--- src/rtl/mem_pkg.sv ---
// Shared definitions for the data-side memory request path: access sizes,
// controller state encoding and the default outstanding-transaction limit.
package mem_pkg;

   localparam logic [1:0] MEM_SIZE_B = 2'd0;
   localparam logic [1:0] MEM_SIZE_H = 2'd1;
   localparam logic [1:0] MEM_SIZE_W = 2'd2;

   localparam int unsigned OUTST_MAX_DEF = 2;

   typedef enum logic [1:0] {
      MRC_IDLE   = 2'd0,
      MRC_WAIT   = 2'd1,
      MRC_CANCEL = 2'd2
   } mrc_state_e;

endpackage

--- src/rtl/mem_req_ctrl_if.sv ---
// SRAM-like data bus (req/addr_ok/data_ok) between the request controller
// (master) and the data SRAM or bridge (slave).
interface mem_req_ctrl_if;

   logic        data_sram_req;
   logic        data_sram_wr;
   logic [1:0]  data_sram_size;
   logic [31:0] data_sram_addr;
   logic [3:0]  data_sram_wstrb;
   logic [31:0] data_sram_wdata;
   logic        data_sram_addr_ok;
   logic        data_sram_data_ok;
   logic [31:0] data_sram_rdata;

   modport master (
      output data_sram_req, data_sram_wr, data_sram_size, data_sram_addr,
             data_sram_wstrb, data_sram_wdata,
      input  data_sram_addr_ok, data_sram_data_ok, data_sram_rdata
   );

   modport slave (
      input  data_sram_req, data_sram_wr, data_sram_size, data_sram_addr,
             data_sram_wstrb, data_sram_wdata,
      output data_sram_addr_ok, data_sram_data_ok, data_sram_rdata
   );

endinterface

--- src/rtl/mem_resp_fifo.sv ---
// Small synchronous FIFO with clear; head is the oldest entry, count is the
// occupancy. Push while full (without a pop) is a protocol error.
module mem_resp_fifo #(
   parameter int unsigned DEPTH = 2,
   parameter int unsigned WIDTH = 32,
   parameter int unsigned CNT_W = 2
) (
   input  logic             clk,
   input  logic             reset,
   input  logic             push,
   input  logic             pop,
   input  logic             clear,
   input  logic [WIDTH-1:0] wdata,
   output logic [WIDTH-1:0] head,
   output logic [CNT_W-1:0] count
);

   localparam int unsigned PTR_W = (DEPTH > 1) ? $clog2(DEPTH) : 1;
   localparam logic [PTR_W-1:0] LAST = PTR_W'(DEPTH - 1);

   logic [WIDTH-1:0] mem [DEPTH];
   logic [PTR_W-1:0] rd_ptr;
   logic [PTR_W-1:0] wr_ptr;
   logic             empty;
   logic             full;
   logic             do_push;
   logic             do_pop;

   // Wrapping increment so non-power-of-two depths work.
   function automatic logic [PTR_W-1:0] ptr_inc(input logic [PTR_W-1:0] p);
      return (p == LAST) ? '0 : p + PTR_W'(1);
   endfunction

   assign empty   = (count == '0);
   assign full    = (count == CNT_W'(DEPTH));
   assign do_pop  = pop & ~empty;
   assign do_push = push & (~full | do_pop);
   assign head    = mem[rd_ptr];

   always_ff @(posedge clk) begin
      if (reset || clear) begin
         rd_ptr <= '0;
         wr_ptr <= '0;
         count  <= '0;
      end else begin
         if (do_push) wr_ptr <= ptr_inc(wr_ptr);
         if (do_pop)  rd_ptr <= ptr_inc(rd_ptr);
         count <= count + CNT_W'(do_push) - CNT_W'(do_pop);
      end
   end

   always_ff @(posedge clk) begin
      if (do_push) mem[wr_ptr] <= wdata;
   end

   assert property (@(posedge clk) disable iff (reset) !(push && full && !pop));

endmodule

--- src/rtl/mem_req_ctrl.sv ---
// EXE->MEM data request controller: issues loads/stores on the SRAM-like bus,
// tracks in-flight requests, delivers responses in order and drops flushed ones.
// Optional MEM_RESP_BUF_EN adds a response FIFO so MEM may stall on a response.
module mem_req_ctrl
   import mem_pkg::*;
#(
   parameter int unsigned OUTST_MAX = OUTST_MAX_DEF,
   parameter int unsigned CNT_W     = 2
) (
   input  logic                  clk,
   input  logic                  reset,
   input  logic                  es_req_valid,
   input  logic                  es_req_wr,
   input  logic [1:0]            es_req_size,
   input  logic [31:0]           es_req_addr,
   input  logic [3:0]            es_req_wstrb,
   input  logic [31:0]           es_req_wdata,
   output logic                  es_req_issued,
   output logic                  ms_data_ok,
   output logic [31:0]           ms_rdata,
   input  logic                  ms_ack,
   input  logic                  flush,
   mem_req_ctrl_if.master        sram,
   output logic                  busy
);

   localparam int unsigned SUM_W = CNT_W + 1;

   mrc_state_e       state;
   mrc_state_e       state_nxt;
   logic [CNT_W-1:0] out_cnt;
   logic [CNT_W-1:0] out_nxt;
   logic [CNT_W-1:0] cancel_cnt;
   logic [CNT_W-1:0] cancel_nxt;
   logic [CNT_W-1:0] fifo_cnt;
   logic [SUM_W-1:0] inflight;
   logic             live_ok;
   logic             any_ok;

   // Responses only count while something is actually outstanding.
   assign live_ok  = sram.data_sram_data_ok & (state == MRC_WAIT);
   assign any_ok   = sram.data_sram_data_ok & (state != MRC_IDLE);
   assign inflight = SUM_W'(out_cnt) + SUM_W'(fifo_cnt);

   assign sram.data_sram_req   = es_req_valid & ~flush & ~reset & (state != MRC_CANCEL)
                                 & (inflight < SUM_W'(OUTST_MAX));
   assign sram.data_sram_wr    = es_req_wr;
   assign sram.data_sram_size  = es_req_size;
   assign sram.data_sram_addr  = es_req_addr;
   assign sram.data_sram_wstrb = es_req_wstrb;
   assign sram.data_sram_wdata = es_req_wdata;
   assign es_req_issued        = sram.data_sram_req & sram.data_sram_addr_ok;

   assign busy = (out_cnt != '0) || (cancel_cnt != '0) || (fifo_cnt != '0);

   always_ff @(posedge clk) begin
      if (reset) begin
         state      <= MRC_IDLE;
         out_cnt    <= '0;
         cancel_cnt <= '0;
      end else begin
         state      <= state_nxt;
         out_cnt    <= out_nxt;
         cancel_cnt <= cancel_nxt;
      end
   end

   // Counter update; state is re-derived from the next counter values.
   always_comb begin
      out_nxt    = out_cnt;
      cancel_nxt = cancel_cnt;
      state_nxt  = state;
      if (flush) begin
         // A repeat flush while cancelling keeps the pending drops.
         out_nxt    = '0;
         cancel_nxt = cancel_cnt + out_cnt - CNT_W'(any_ok);
      end else if (state == MRC_CANCEL) begin
         cancel_nxt = cancel_cnt - CNT_W'(sram.data_sram_data_ok);
      end else begin
         out_nxt = out_cnt + CNT_W'(es_req_issued) - CNT_W'(live_ok);
      end
      if (cancel_nxt != '0)   state_nxt = MRC_CANCEL;
      else if (out_nxt != '0) state_nxt = MRC_WAIT;
      else                    state_nxt = MRC_IDLE;
   end

`ifdef MEM_RESP_BUF_EN
   logic [31:0] fifo_head;
   logic        fifo_empty;
   logic        consume;
   logic        push;
   logic        pop;

   // Bypass when nothing is buffered, otherwise present the oldest response.
   assign fifo_empty = (fifo_cnt == '0);
   assign ms_data_ok = ~reset & ~flush & (fifo_empty ? live_ok : 1'b1);
   assign ms_rdata   = fifo_empty ? sram.data_sram_rdata : fifo_head;
   assign consume    = ms_ack & ms_data_ok;
   assign pop        = consume & ~fifo_empty;
   assign push       = live_ok & ~flush & ~reset & ~(consume & fifo_empty);

   mem_resp_fifo #(
      .DEPTH (OUTST_MAX),
      .WIDTH (32),
      .CNT_W (CNT_W)
   ) u_resp_fifo (
      .clk   (clk),
      .reset (reset),
      .push  (push),
      .pop   (pop),
      .clear (flush),
      .wdata (sram.data_sram_rdata),
      .head  (fifo_head),
      .count (fifo_cnt)
   );
`else
   assign fifo_cnt   = '0;
   assign ms_data_ok = ~reset & ~flush & live_ok;
   assign ms_rdata   = sram.data_sram_rdata;

   assert property (@(posedge clk) disable iff (reset) ms_data_ok |-> ms_ack);
`endif

   assert property (@(posedge clk) disable iff (reset)
      sram.data_sram_data_ok |-> (state != MRC_IDLE));
   assert property (@(posedge clk) disable iff (reset)
      sram.data_sram_req |-> ((es_req_size == MEM_SIZE_B) || (es_req_size == MEM_SIZE_H)
                              || (es_req_size == MEM_SIZE_W)));

endmodule

--- src/flat_wrapper.sv ---
// flat-port wrapper written by rule: the top's interface ports become plain ports
module mem_req_ctrl_flat import mem_pkg::*;
#(
   parameter int unsigned OUTST_MAX = OUTST_MAX_DEF,
   parameter int unsigned CNT_W     = 2
)
  (clk, reset, es_req_valid, es_req_wr, es_req_size, es_req_addr, es_req_wstrb, es_req_wdata, es_req_issued, ms_data_ok, ms_rdata, ms_ack, flush, busy, sram_data_sram_req, sram_data_sram_wr, sram_data_sram_size, sram_data_sram_addr, sram_data_sram_wstrb, sram_data_sram_wdata, sram_data_sram_addr_ok, sram_data_sram_data_ok, sram_data_sram_rdata);
  mem_req_ctrl_if sram_i ();
  input  logic clk;
  input  logic reset;
  input  logic es_req_valid;
  input  logic es_req_wr;
  input  logic [1:0] es_req_size;
  input  logic [31:0] es_req_addr;
  input  logic [3:0] es_req_wstrb;
  input  logic [31:0] es_req_wdata;
  output logic es_req_issued;
  output logic ms_data_ok;
  output logic [31:0] ms_rdata;
  input  logic ms_ack;
  input  logic flush;
  output logic busy;
  output wire logic [$bits(sram_i.data_sram_req)-1:0] sram_data_sram_req;
  output wire logic [$bits(sram_i.data_sram_wr)-1:0] sram_data_sram_wr;
  output wire logic [$bits(sram_i.data_sram_size)-1:0] sram_data_sram_size;
  output wire logic [$bits(sram_i.data_sram_addr)-1:0] sram_data_sram_addr;
  output wire logic [$bits(sram_i.data_sram_wstrb)-1:0] sram_data_sram_wstrb;
  output wire logic [$bits(sram_i.data_sram_wdata)-1:0] sram_data_sram_wdata;
  input wire logic [$bits(sram_i.data_sram_addr_ok)-1:0] sram_data_sram_addr_ok;
  input wire logic [$bits(sram_i.data_sram_data_ok)-1:0] sram_data_sram_data_ok;
  input wire logic [$bits(sram_i.data_sram_rdata)-1:0] sram_data_sram_rdata;
  assign sram_data_sram_req = sram_i.data_sram_req;
  assign sram_data_sram_wr = sram_i.data_sram_wr;
  assign sram_data_sram_size = sram_i.data_sram_size;
  assign sram_data_sram_addr = sram_i.data_sram_addr;
  assign sram_data_sram_wstrb = sram_i.data_sram_wstrb;
  assign sram_data_sram_wdata = sram_i.data_sram_wdata;
  assign sram_i.data_sram_addr_ok = sram_data_sram_addr_ok;
  assign sram_i.data_sram_data_ok = sram_data_sram_data_ok;
  assign sram_i.data_sram_rdata = sram_data_sram_rdata;
  mem_req_ctrl #(.OUTST_MAX(OUTST_MAX), .CNT_W(CNT_W)) u_core (.clk(clk), .reset(reset), .es_req_valid(es_req_valid), .es_req_wr(es_req_wr), .es_req_size(es_req_size), .es_req_addr(es_req_addr), .es_req_wstrb(es_req_wstrb), .es_req_wdata(es_req_wdata), .es_req_issued(es_req_issued), .ms_data_ok(ms_data_ok), .ms_rdata(ms_rdata), .ms_ack(ms_ack), .flush(flush), .sram(sram_i), .busy(busy));
endmodule
--- config.mk ---
export PLATFORM = sky130hd
export DESIGN_NAME = mem_req_ctrl_flat
export DESIGN_NICKNAME = d
export VERILOG_FILES = /design/src/rtl/mem_pkg.sv /design/src/rtl/mem_req_ctrl_if.sv /design/src/rtl/mem_resp_fifo.sv /design/src/rtl/mem_req_ctrl.sv /design/src/flat_wrapper.sv
export SDC_FILE = /design/constraint.sdc
export NUM_CORES = 1
export LEC_CHECK = 0
export CORE_AREA = 8 8 77 79
export DETAILED_ROUTE_END_ITERATION = 8
export DIE_AREA = 0 0 85 87
export DONT_BUFFER_PORTS = 1
export GPL_TIMING_DRIVEN = 1
export PLACE_DENSITY = 0.39
export SYNTH_ARGS = -nofsm -noshare
export SYNTH_HDL_FRONTEND = slang
export SYNTH_SLANG_ARGS = --single-unit
--- constraint.sdc ---
create_clock -name clk -period 4.1 [get_ports clk]
set_clock_uncertainty 0.2 [all_clocks]
set_input_delay 0.205 -clock clk [delete_from_list [all_inputs] [get_ports clk]]
set_output_delay 0.205 -clock clk [all_outputs]
set_load 0.01 [all_outputs]
== Word-level counts from Yosys, hierarchy flattened ==
Index checks and enable logic that the tools add are counted.

* Output and inout bits: 107
* Input port bits: 110
* Register bits after elaboration: 6
* Logic and storage cells: 37

* Multiplexer cells: 6
* Reduce and logical (&&, ||, !) cells: 7
* Eq/ne operators: 3
* $lt $le $gt $ge: 1
* Add/subtract/negate cells: 5
* Bitwise logic cells: 11

{| class="wikitable"
|+ Operators by type and width
! cell !! count
|-
| 2-to-1 mux 2 bit || 5
|-
| nonzero test 2 bit || 5
|-
| AND 1 bit || 9
|-
| subtractor 2 x 1 -> 2 bit || 3
|-
| adder 2 x 1 -> 2 bit || 1
|-
| adder 2 bit || 1
|-
| == test 2 x 1 -> 1 bit (second input constant) || 1
|-
| == test 2 bit (second input constant) || 1
|-
| less-than comparator 2 bit (second input constant) || 1
|-
| inequality test 2 bit (second input constant) || 1
|-
| NOT 1 bit || 2
|-
| OR reduction 2 bit || 1
|-
| logical OR 1 bit || 1
|-
| 2-to-1 mux 1 bit || 1
|}

== Depth between registers and ports, before layout ==
Gate-level depths: netlist (run 1).

* Depth after elaboration: 13
* Mapped depth: 11
* Depth with buffers taken out: 10

== Least setup slack after synthesis (run 1) ==
OpenSTA, ideal clock, no wires.

* Kind: register to register
* Start point: register u_core.state[1]
* End point: register u_core.out_cnt[1]
* Buffers on the path: 1
* Setup slack: 1.475 ns
* Setup time: 0.070 ns
* Cell stages (with the launch flop): 11
* Data required time: 3.830 ns
* Clock period less this slack: 2.625 ns
* Arrival time: 2.355 ns
* Cell sequence: dfxtp_1 > nor2b_1 > buf_2 > nor4b_1 > nand2_1 > ha_1 > inv_1 > ha_1 > xnor2_1 > or3_1 > a21oi_1

* Longest elaborated chain between the ends: 8
* Elaborated cells on any way between the ends: 11
* Classes of those cells: add/sub (2); eq/ne (3); mux (2); bitwise (4)

{| class="wikitable"
|+ Ends and longest elaborated chain
! element !! RTL line !! source
|-
| start, declared || mem_req_ctrl.sv:29 || <nowiki>mrc_state_e state;</nowiki>
|-
| start signal, assigned || mem_req_ctrl.sv:62 || <nowiki>state <= state_nxt;</nowiki>
|-
| inequality test 2 bit || mem_req_ctrl.sv:45 || <nowiki>assign sram.data_sram_req = es_req_valid & ~flush & ~reset & (state != MRC_CANCEL)</nowiki>
|-
| AND 1 bit || mem_req_ctrl.sv:45 ||
|-
| AND 1 bit || mem_req_ctrl.sv:46 || <nowiki>& (inflight < SUM_W'(OUTST_MAX));</nowiki>
|-
| named net sram_data_sram_req || flat_wrapper.sv:23 || <nowiki>output wire logic [$bits(sram_i.data_sram_req)-1:0] sram_data_sram_req;</nowiki>
|-
| AND 1 bit || mem_req_ctrl.sv:52 || <nowiki>assign es_req_issued = sram.data_sram_req & sram.data_sram_addr_ok;</nowiki>
|-
| adder 2 x 1 -> 2 bit || mem_req_ctrl.sv:80 || <nowiki>out_nxt = out_cnt + CNT_W'(es_req_issued) - CNT_W'(live_ok);</nowiki>
|-
| subtractor 2 x 1 -> 2 bit || mem_req_ctrl.sv:80 ||
|-
| 2-to-1 mux 2 bit || mem_req_ctrl.sv:77 || <nowiki>end else if (state == MRC_CANCEL) begin</nowiki>
|-
| 2-to-1 mux 2 bit || mem_req_ctrl.sv:73 || <nowiki>if (flush) begin</nowiki>
|-
| end signal, assigned || mem_req_ctrl.sv:63 || <nowiki>out_cnt <= out_nxt;</nowiki>
|-
| end, declared || mem_req_ctrl.sv:31 || <nowiki>logic [CNT_W-1:0] out_cnt;</nowiki>
|}

The timed path passes the listed nets, and every way through them passes these cells.
A chain may end at the register's enable or synchronous reset.

== Worst setup path after layout (run 1) ==
* Start point: register u_core.state[1]
* End point: register u_core.state[0]

* Longest elaborated chain between the ends: 10
* Elaborated cells on any way between the ends: 20
* Classes of those cells: add/sub (3); eq/ne (3); mux (5); bitwise (5); reduce/logical (4)

{| class="wikitable"
|+ Ends and longest elaborated chain
! element !! RTL line !! source
|-
| inequality test 2 bit || mem_req_ctrl.sv:45 ||
|-
| AND 1 bit || mem_req_ctrl.sv:45 ||
|-
| AND 1 bit || mem_req_ctrl.sv:46 ||
|-
| named net sram_data_sram_req || flat_wrapper.sv:23 ||
|-
| AND 1 bit || mem_req_ctrl.sv:52 ||
|-
| adder 2 x 1 -> 2 bit || mem_req_ctrl.sv:80 ||
|-
| subtractor 2 x 1 -> 2 bit || mem_req_ctrl.sv:80 ||
|-
| 2-to-1 mux 2 bit || mem_req_ctrl.sv:77 ||
|-
| 2-to-1 mux 2 bit || mem_req_ctrl.sv:73 ||
|-
| nonzero test 2 bit || mem_req_ctrl.sv:83 || <nowiki>else if (out_nxt != '0) state_nxt = MRC_WAIT;</nowiki>
|-
| 2-to-1 mux 1 bit || mem_req_ctrl.sv:83 ||
|}

The timed path passes the listed nets, and every way through them passes these cells.

==> flow_summary.json, run 1 <==
{
  "slew_headroom_pct": 48.61,
  "fin_crit_sh_pct": 69.57,
  "worst_slack_ns": 1.248,
  "post_drt_wl_per_cell_um": 19.24,
  "antenna_found_initial": 0,
  "report.final.slew_viol_count": 0,
  "ys_seq_area_share_pct": 10.05,
  "area_growth_syn_to_layout_pct": -53.30,
  "cts_max_level": 1,
  "power-per-cell-area_mw_per_mm2": 450.4,
  "cp.depth": 10,
  "fmax_ghz": 0.3506,
  "drt-initial-drc-count": 34,
  "synth-edff-count": 0,
  "ys_ff_latch": 6,
  "pre_cts_ws_ns": 1.239,
  "crit_fanout": 9,
  "crit_path_start_kind": "register",
  "cp_top_family": "simple AND/OR/NAND/NOR gates",
  "ioPinCount": 217,
  "grt_max_degree": 10,
  "path_clk_slew_ns": 0.04,
  "detail_route.first_pass.iterations": 3,
  "via_count": 484,
  "hp-start": "flush",
  "fin_crit_ns": 2.852,
  "cts.sinks": 6,
  "yosysTopAreaCellShare_pct": 64.71,
  "critical_path_buf_inv_count": 1,
  "num_rows": 26,
  "insertion_delay_ns": 0.22,
  "worst_ep_arrival_time_ns": 2.75,
  "r2r_slack_ns": 1.25,
  "synth_area_leader_cell": "buf_4",
  "crit_type": "reg -> reg",
  "r2r_start": "u_core.state[1]$_SDFF_PP0_",
  "setup_tns_ns": 0,
  "critPathSlowestCell": "nor4b_1",
  "synth_most_common_cell": "buf_4",
  "fp.dieH_um": 87,
  "core_sq_mm": 0.004847,
  "reg2reg_to": "u_core.state[0]$_SDFF_PP0_",
  "die_x_um": 85,
  "clockBufferDepth": 2,
  "rsz0062_at_grt": "false",
  "ys_warn_count": 0,
  "grt_pass1_vias": 548,
  "ys_top_cells_by_area": "buf_4 (65%), dfxtp_1 (10%), ha_1 (5.2%)",
  "grt_overflow": 0,
  "place.gp.congestion": 0.6532,
  "syn-num-nets": 267,
  "crit_path_end_kind": "register",
  "fill_cells": 545,
  "fin_nets": 171,
  "die_area_sq_mm": 0.007395,
  "async_reset_ff_share_pct": 0,
  "synth_flop_cell": "dfxtp_1",
  "setup_violations": 0,
  "vias_per_cell": 4.400,
  "hold_depth": 2,
  "holdPathEnd": "u_core.state[1]$_SDFF_PP0_",
  "n_antenna_cell": 0,
  "tritoncts": "yes",
  "syn_area_per_cell_sq_um": 7.861,
  "hold_viol_final": 0,
  "ir_drop_v": 0.0001259,
  "worst_slew_pin_slew_ns": 0.7601,
  "required_ns": 4.00,
  "cts_buffers": 3,
  "netlist_top_cells_count": "buf_4 (103), dfxtp_1 (6), ha_1 (5), inv_1 (5), nor2_1 (5)",
  "start_util_pct": 24.65,
  "hold_ws_ns": 0.007192,
  "ys_types": 25,
  "synthCells": 152,
  "grt_pass1_wl_mm": 3.118,
  "hold_class": "in -> reg",
  "p_leak_nw": 0.2267,
  "drc": 0,
  "path_cells": "nor2b_1 > nor4b_1 > nand2_1 > ha_1 > inv_1 > ha_1 > xnor2_1 > xnor2_1 > o21ai_0 > o21ai_0",
  "cts_root_buf": "clkbuf_8",
  "gr-usage-all-layers_pct": 5.619,
  "drt-total-wl_mm": 2.116,
  "crit_path_max_incr_delay_ns": 0.71,
  "r2r_cells": 10,
  "cap_violations": 0,
  "synthesis.area_sq_mm": 0.001195,
  "io_buffers": 0,
  "drive_above_1_share_pct": 7.407,
  "drt.antenna.violating_nets": 0,
  "status": "finished clean"
}
[routing by layer]
metal	vias to the layer above	routed length, um	GRT usage (%)
li1	181	-	-
met2	71	725	6.250
met3	58	532	6.792
met1	174	526	3.724
met5	-	0	0
met4	0	331	9.061
[layout by cell type, fill, tap and decap left out]
cell,instances
xor3_1,1
nor4b_1,1
nor2_1,5
xnor2_1,2
xor2_1,2
a31oi_1,1
o2111ai_1,1
dfxtp_1,6
nor3_1,1
or4_1,1
or3_1,1
nor4_1,1
nand2_1,3
or2_2,1
mux2i_1,1
a21oi_1,2
ha_1,5
inv_1,5
a211o_1,1
a22oi_1,1
o21ai_0,3
o21a_1,1
nor2b_1,2
clkbuf_8,3
dlygate4sd3_1,3
[per-stage QoR]
stage,power (mW),utilization [%],cell area (sq um),cells
6_report,0.2513,11.51,558.0,110
5_1_grt,0.2740,11.51,558.0,110
4_1_cts,0.2569,11.51,558.0,110
3_5_place_dp,0.1585,10.04,486.7,104
3_3_place_gp,0.1577,10.04,486.7,104
2_1_floorplan,0.2484,-,1195,152
[sequential cells by signal, indices dropped and copies added (netlist names)]
signal             count
u_core.cancel_cnt      2
u_core.out_cnt         2
u_core.state           2
[cell families (layout without fill, tap and decap cells)]
| family | Yosys count | in the layout | share of synthesized area (%) |
|---|---|---|---|
| muxes | 1 | 1 | 0.8377 |
| AOI/OAI and AO/OA | 10 | 10 | 5.341 |
| xor gates and xnor gates | 5 | 5 | 4.922 |
| adders and majority gates | 5 | 5 | 5.236 |
| and+or+nand+nor | 16 | 16 | 6.912 |
| buffers and inverters | 109 | 11 | 66.70 |
| DFF | 6 | 6 | 10.05 |
[repair_timing]
item	4_1_cts	5_1_grt
setup buffers	0	0
hold buffers	3	0
endpoints found under the hold margin	3	0
resized for setup	0	0
[power breakdown]
| group | internal (mW) | total [mW] | leakage (nW) | switching [mW] |
|---|---|---|---|---|
| logic | 0.0388 | 0.0808 | 0.156 | 0.0420 |
| clock network | 0.0632 | 0.0901 | 0.0216 | 0.0269 |
| registers | 0.0692 | 0.0805 | 0.0487 | 0.0112 |
| total | 0.171 | 0.251 | 0.227 | 0.0801 |
[layout make-up]
| cell class | count | area, sq um | area share [%] |
|---|---|---|---|
| Timing Repair Buffer | 3 | 30.03 | 5.381 |
| Inverter | 5 | 18.77 | 3.363 |
| Sequential cell | 6 | 120.1 | 21.52 |
| Clock buffer | 3 | 41.29 | 7.399 |
| Multi-Input combinational cell | 37 | 277.8 | 49.78 |
| Tap cell | 56 | 70.07 | 12.56 |
[worst max-delay path by stage]
stage / start / end / slack (ns)
after CTS: u_core.state[1]$_SDFF_PP0_ / u_core.state[0]$_SDFF_PP0_ / 1.21
after floorplan: u_core.state[1]$_SDFF_PP0_ / u_core.out_cnt[1]$_SDFF_PP0_ / 1.48
after global routing: u_core.state[1]$_SDFF_PP0_ / u_core.state[0]$_SDFF_PP0_ / 0.82
after global placement: u_core.state[1]$_SDFF_PP0_ / u_core.state[0]$_SDFF_PP0_ / 1.22
after detailed placement: u_core.state[1]$_SDFF_PP0_ / u_core.out_cnt[1]$_SDFF_PP0_ / 1.24
final: u_core.state[1]$_SDFF_PP0_ / u_core.state[0]$_SDFF_PP0_ / 1.25
[worst register-to-register path, cell delays in order, from the launching register on]
cell and delay [ns]:
dfxtp_1 0.32, nor2b_1 0.23, nor4b_1 0.71, nand2_1 0.17, ha_1 0.31, inv_1 0.03
ha_1 0.17, xnor2_1 0.24, xnor2_1 0.10, o21ai_0 0.13, o21ai_0 0.11
No activity file was read; power rests on OpenSTA's default activity.
==> run 2: changes to the inputs <==
Settings changed: PLACE_DENSITY 0.39 to 0.4.
Clock period 4.1 ns to 2.5 ns, I/O delays scaled along.
==> flow_summary.json, run 2 (synthesis results as in run 1) <==
{
  "post_drt_wl_per_cell_um": 18.31,
  "gr-usage-all-layers_pct": 5.125,
  "fin_crit_ns": 2.400,
  "hpwlAfterDp_mm": 1.627,
  "finalPower_mw": 0.4395,
  "fin_nets": 176,
  "die_area_sq_mm": 0.007395,
  "final_cell_mix": "dfxtp_1 (6), inv_1 (5), nor2_1 (5), dlygate4sd3_1 (5), ha_1 (4)",
  "power-per-cell-area_mw_per_mm2": 692.8,
  "grt_max_degree": 9,
  "n_antenna_cell": 0,
  "worst_slew_pin_slew_ns": 0.4393,
  "p_leak_nw": 0.2557,
  "grt_pass1_vias": 523,
  "fmax_ghz": 0.4167,
  "clockBufferDepth": 2,
  "place.gp.congestion": 0.7117,
  "grt_pass1_wl_mm": 2.829,
  "report.final.slew_viol_count": 0,
  "drt-total-wl_mm": 2.106,
  "worst_slack_ns": 0.1000,
  "ir_drop_v": 0.0002609,
  "hold_depth": 3,
  "worst_ep_arrival_time_ns": 2.36,
  "fin_crit_sh_pct": 96.00,
  "start_util_pct": 24.65,
  "cts_root_buf": "clkbuf_8",
  "ioPinCount": 217,
  "final_common_cell": "dfxtp_1",
  "hold_viol_final": 0,
  "detail_route.first_pass.iterations": 4,
  "setup_violations": 0,
  "r2r_cells": 9,
  "crit_type": "reg -> reg",
  "drive_above_1_share_pct": 22.03,
  "core_sq_mm": 0.004847,
  "io_buffers": 0,
  "crit_path_start_kind": "register",
  "insertion_delay_ns": 0.22,
  "crit_fanout": 4,
  "num_rows": 26,
  "drt.antenna.violating_nets": 0,
  "area_growth_syn_to_layout_pct": -46.91,
  "cap_violations": 0,
  "grt_overflow": 0,
  "path_clk_slew_ns": 0.04,
  "slew_headroom_pct": 70.49,
  "cts.sinks": 6,
  "die_x_um": 85,
  "via_count": 536,
  "status": "finished clean",
  "fp.dieH_um": 87,
  "crit_path_end_kind": "register",
  "cts_max_level": 1,
  "drt-initial-drc-count": 27,
  "tritoncts": "yes",
  "drc": 0,
  "pre_cts_ws_ns": 0.1119,
  "hold_class": "in -> reg",
  "antenna_found_initial": 0,
  "required_ns": 2.46,
  "cts_buffers": 3,
  "vias_per_cell": 4.661,
  "reg_top3": "u_core.cancel_cnt x2, u_core.out_cnt x2, u_core.state x2"
}
-- run 2: path summary, 6_finish.rpt --
path,slack [ns],endpoint,startpoint
min,0.04,u_core.cancel_cnt[1]$_SDFF_PP0_,flush
min reg2reg,0.39,u_core.out_cnt[0]$_SDFF_PP0_,u_core.out_cnt[0]$_SDFF_PP0_
max,0.10,u_core.out_cnt[1]$_SDFF_PP0_,u_core.state[1]$_SDFF_PP0_
max reg2reg,0.10,u_core.out_cnt[1]$_SDFF_PP0_,u_core.state[1]$_SDFF_PP0_
-- run 2: report_power, final --
part / switching (mW) / leakage, nW / internal [mW]
Combinational: 0.0781 / 0.185 / 0.0804
Sequential: 0.0188 / 0.0487 / 0.114
Clock: 0.0448 / 0.0216 / 0.104
Total: 0.142 / 0.256 / 0.298
-- run 2: layout make-up --
type                    instances  area (sq um)
inverters                       5         18.77
well taps                      56         70.07
repair buffers                  8         72.57
clock buffers                   3         41.29
multi-input cells              37         311.5
fillers                       548          4213
flip-flops and latches          6         120.1
-- run 2: worst max-delay path: stages, from the launching register on --
cell and delay (ns):
dfxtp_1 0.32, nor2b_2 0.18, nor4b_4 0.32, nand2_2 0.10, ha_1 0.29, inv_1 0.04
ha_2 0.18, xnor2_2 0.15, or3_1 0.40, a21oi_2 0.14
-- run 2: layer usage --
metal  track usage [%]  part of all wire [%]  up-vias
li1                  -                     -      192
met1             3.883                    30      220
met2             4.901                    34       80
met3             6.321                    23       44
met4             8.414                    12        0
met5                 0                     0        -
-- run 2: per-stage QoR --
step | cells | setup TNS, ns | util, % | hold slack [ns] | instance area (sq um)
2_1_floorplan | 152 | 0 | - | -0.005934 | 1201
3_3_place_gp | 107 | 0 | 10.64 | -0.003337 | 515.5
3_5_place_dp | 107 | 0 | 10.64 | 0.0006013 | 515.5
4_1_cts | 115 | 0 | 12.52 | 0.04218 | 606.8
5_1_grt | 115 | -0.002125 | 13.09 | 0.05002 | 634.4
6_report | 115 | 0 | 13.09 | 0.04139 | 634.4
-- run 2: timing repair --
item                                    4_1_cts  5_1_grt
hold buffers                                  5        0
gates resized for setup                       0        7
endpoints found under the setup margin        0        1
endpoints found under the hold margin         6        0
setup buffers                                 0        0
==> run 3: changes to the inputs <==
Settings changed: CORE_AREA 8 8 77 79 to 8 8 78 80, DIE_AREA 0 0 85 87 to 0 0 86 88, PLACE_DENSITY 0.4 to 0.39, SYNTH_HIERARCHICAL set to 1.
==> flow_summary.json, run 3 <==
{
  "fmax_ghz": 0.4770,
  "syn_area_per_cell_sq_um": 7.875,
  "required_ns": 2.38,
  "syn-num-nets": 268,
  "cts_max_level": 1,
  "drt-total-wl_mm": 2.293,
  "grt_pass1_vias": 478,
  "crit_path_end_kind": "register",
  "drt-initial-drc-count": 19,
  "final_cell_mix": "dfxtp_1 (6), inv_1 (5), nor2_1 (5), ha_1 (5), nand2_1 (4)",
  "synth_flop_cell": "dfxtp_1",
  "fin_nets": 173,
  "core_sq_mm": 0.004912,
  "grt_max_degree": 8,
  "final_util_pct": 12.15,
  "cap_violations": 0,
  "slew_headroom_pct": 68.40,
  "gr-usage-all-layers_pct": 5.543,
  "vias_per_cell": 3.913,
  "synthesis.area_sq_mm": 0.001205,
  "report.final.slew_viol_count": 0,
  "placed_area_sq_um": 525.5,
  "hpwlAfterDp_mm": 1.947,
  "clockBufferDepth": 2,
  "fp.dieH_um": 88,
  "ys_types": 28,
  "place.gp.congestion": 0.7344,
  "cts_root_buf": "clkbuf_8",
  "n_antenna_cell": 0,
  "hold_ws_ns": 0.05000,
  "final_common_cell": "dfxtp_1",
  "pre_cts_ws_ns": 0.4166,
  "fin_crit_ns": 2.096,
  "cts_setup_buffers": 0,
  "p_leak_nw": 0.2382,
  "cts.sinks": 6,
  "drive_above_1_share_pct": 12.50,
  "fill_cells": 569,
  "setup_violations": 0,
  "synth_most_common_cell": "buf_4",
  "ys_ff_latch": 6,
  "status": "finished clean",
  "finalInstanceArea_sq_um": 596.8,
  "synthCells": 153,
  "worst_slack_ns": 0.4036,
  "reg_top3": "u_core/cancel_cnt x2, u_core/out_cnt x2, u_core/state x2",
  "setup_tns_ns": 0,
  "async_reset_ff_share_pct": 0,
  "post_drt_wl_per_cell_um": 18.20,
  "synth_area_leader_cell": "buf_4",
  "antenna_found_initial": 0,
  "path_clk_slew_ns": 0.03,
  "crit_path_start_kind": "register",
  "ys_warn_count": 6,
  "synth-edff-count": 0,
  "area_growth_syn_to_layout_pct": -50.47,
  "ir_drop_v": 0.0003422,
  "crit_fanout": 4,
  "ioPinCount": 217,
  "tritoncts": "yes",
  "die_x_um": 86,
  "drt.antenna.violating_nets": 0,
  "grt_overflow": 0,
  "worst_ep_arrival_time_ns": 1.98,
  "regArea_sq_um": 120.1,
  "hold_viol_final": 0,
  "netlist_top_cells_count": "buf_4 (103), dfxtp_1 (6), ha_1 (5), inv_1 (5), nor2_1 (5)",
  "fin_crit_sh_pct": 83.86,
  "io_buffers": 0,
  "detail_route.first_pass.iterations": 4,
  "hold_class": "in -> out",
  "yosysTopAreaCellShare_pct": 64.17,
  "crit_type": "reg -> reg",
  "via_count": 493,
  "ys_seq_area_share_pct": 9.969,
  "worst_slew_pin_slew_ns": 0.4703,
  "ys_top_cells_by_area": "buf_4 (64%), dfxtp_1 (10%), ha_1 (5.2%)",
  "drc": 0,
  "grt_pass1_wl_mm": 3.084,
  "start_util_pct": 24.53,
  "insertion_delay_ns": 0.22,
  "power-per-cell-area_mw_per_mm2": 712.6,
  "cts_buffers": 3,
  "rsz0062_at_grt": "false",
  "die_area_sq_mm": 0.007568,
  "multiInputGateArea_sq_um": 284.0,
  "num_rows": 26
}
[run 3: worst paths after layout]
check	cells after the start	slack, ns	to	startpoint
max	8	0.40	u_core/state[1]$_SDFF_PP0_	u_core/state[1]$_SDFF_PP0_
min	0	0.05	ms_rdata[0]	sram_data_sram_rdata[0]
max reg2reg	8	0.40	u_core/state[1]$_SDFF_PP0_	u_core/state[1]$_SDFF_PP0_
min reg2reg	2	0.37	u_core/out_cnt[0]$_SDFF_PP0_	u_core/out_cnt[0]$_SDFF_PP0_
[run 3: cells by family after synthesis]
logic type / Yosys count / share of synthesized area, %
buf+inv: 110 / 66.46
compound gates: 9 / 4.777
mux: 1 / 0.8308
fa+ha+maj: 5 / 5.192
flops: 6 / 9.969
simple gates: 17 / 7.893
xor+xnor: 5 / 4.881
[run 3: final cells by class]
cell class | instances | share of cell area (%)
Clock buffer | 3 | 6.918
Multi-Input combinational cell | 37 | 47.59
Tap cell | 70 | 14.68
Inverter | 5 | 3.145
Sequential cell | 6 | 20.13
Timing Repair Buffer | 5 | 7.547
[run 3: what timing repair did]
action | in CTS | in global routing
gates resized for setup | 0 | 0
hold buffers | 3 | 0
hold endpoints to repair | 3 | 0
[run 3: power by group]
part	leakage, nW	switching, mW	total (mW)	internal [mW]
Sequential	0.0487	0.0174	0.131	0.114
Combinational	0.168	0.0776	0.152	0.0741
Clock	0.0216	0.0389	0.142	0.103
Total	0.238	0.134	0.425	0.291
[run 3: through the flow]
| step | power (mW) | instances |
|---|---|---|
| after floorplan | 0.4136 | 153 |
| after global placement | 0.2781 | 120 |
| after detailed placement | 0.2756 | 120 |
| after CTS | 0.4341 | 126 |
| after global routing | 0.4605 | 126 |
| final | 0.4253 | 126 |
[run 3: routing by layer]
| layer | vias to the layer above | share of wire, % | GRT usage (%) |
|---|---|---|---|
| met5 | - | 0 | 0 |
| met4 | 0 | 11 | 7.803 |
| met3 | 44 | 26 | 6.567 |
| met2 | 72 | 38 | 6.648 |
| met1 | 193 | 25 | 3.787 |
| li1 | 184 | - | - |
[run 3: critical path: stages (launching register included)]
cell and delay, ns:
dfxtp_1 0.32, o21a_1 0.19, ha_1 0.26, inv_1 0.05, ha_1 0.14, xor3_1 0.21
a22oi_1 0.22, xor2_1 0.24, a31oi_1 0.13
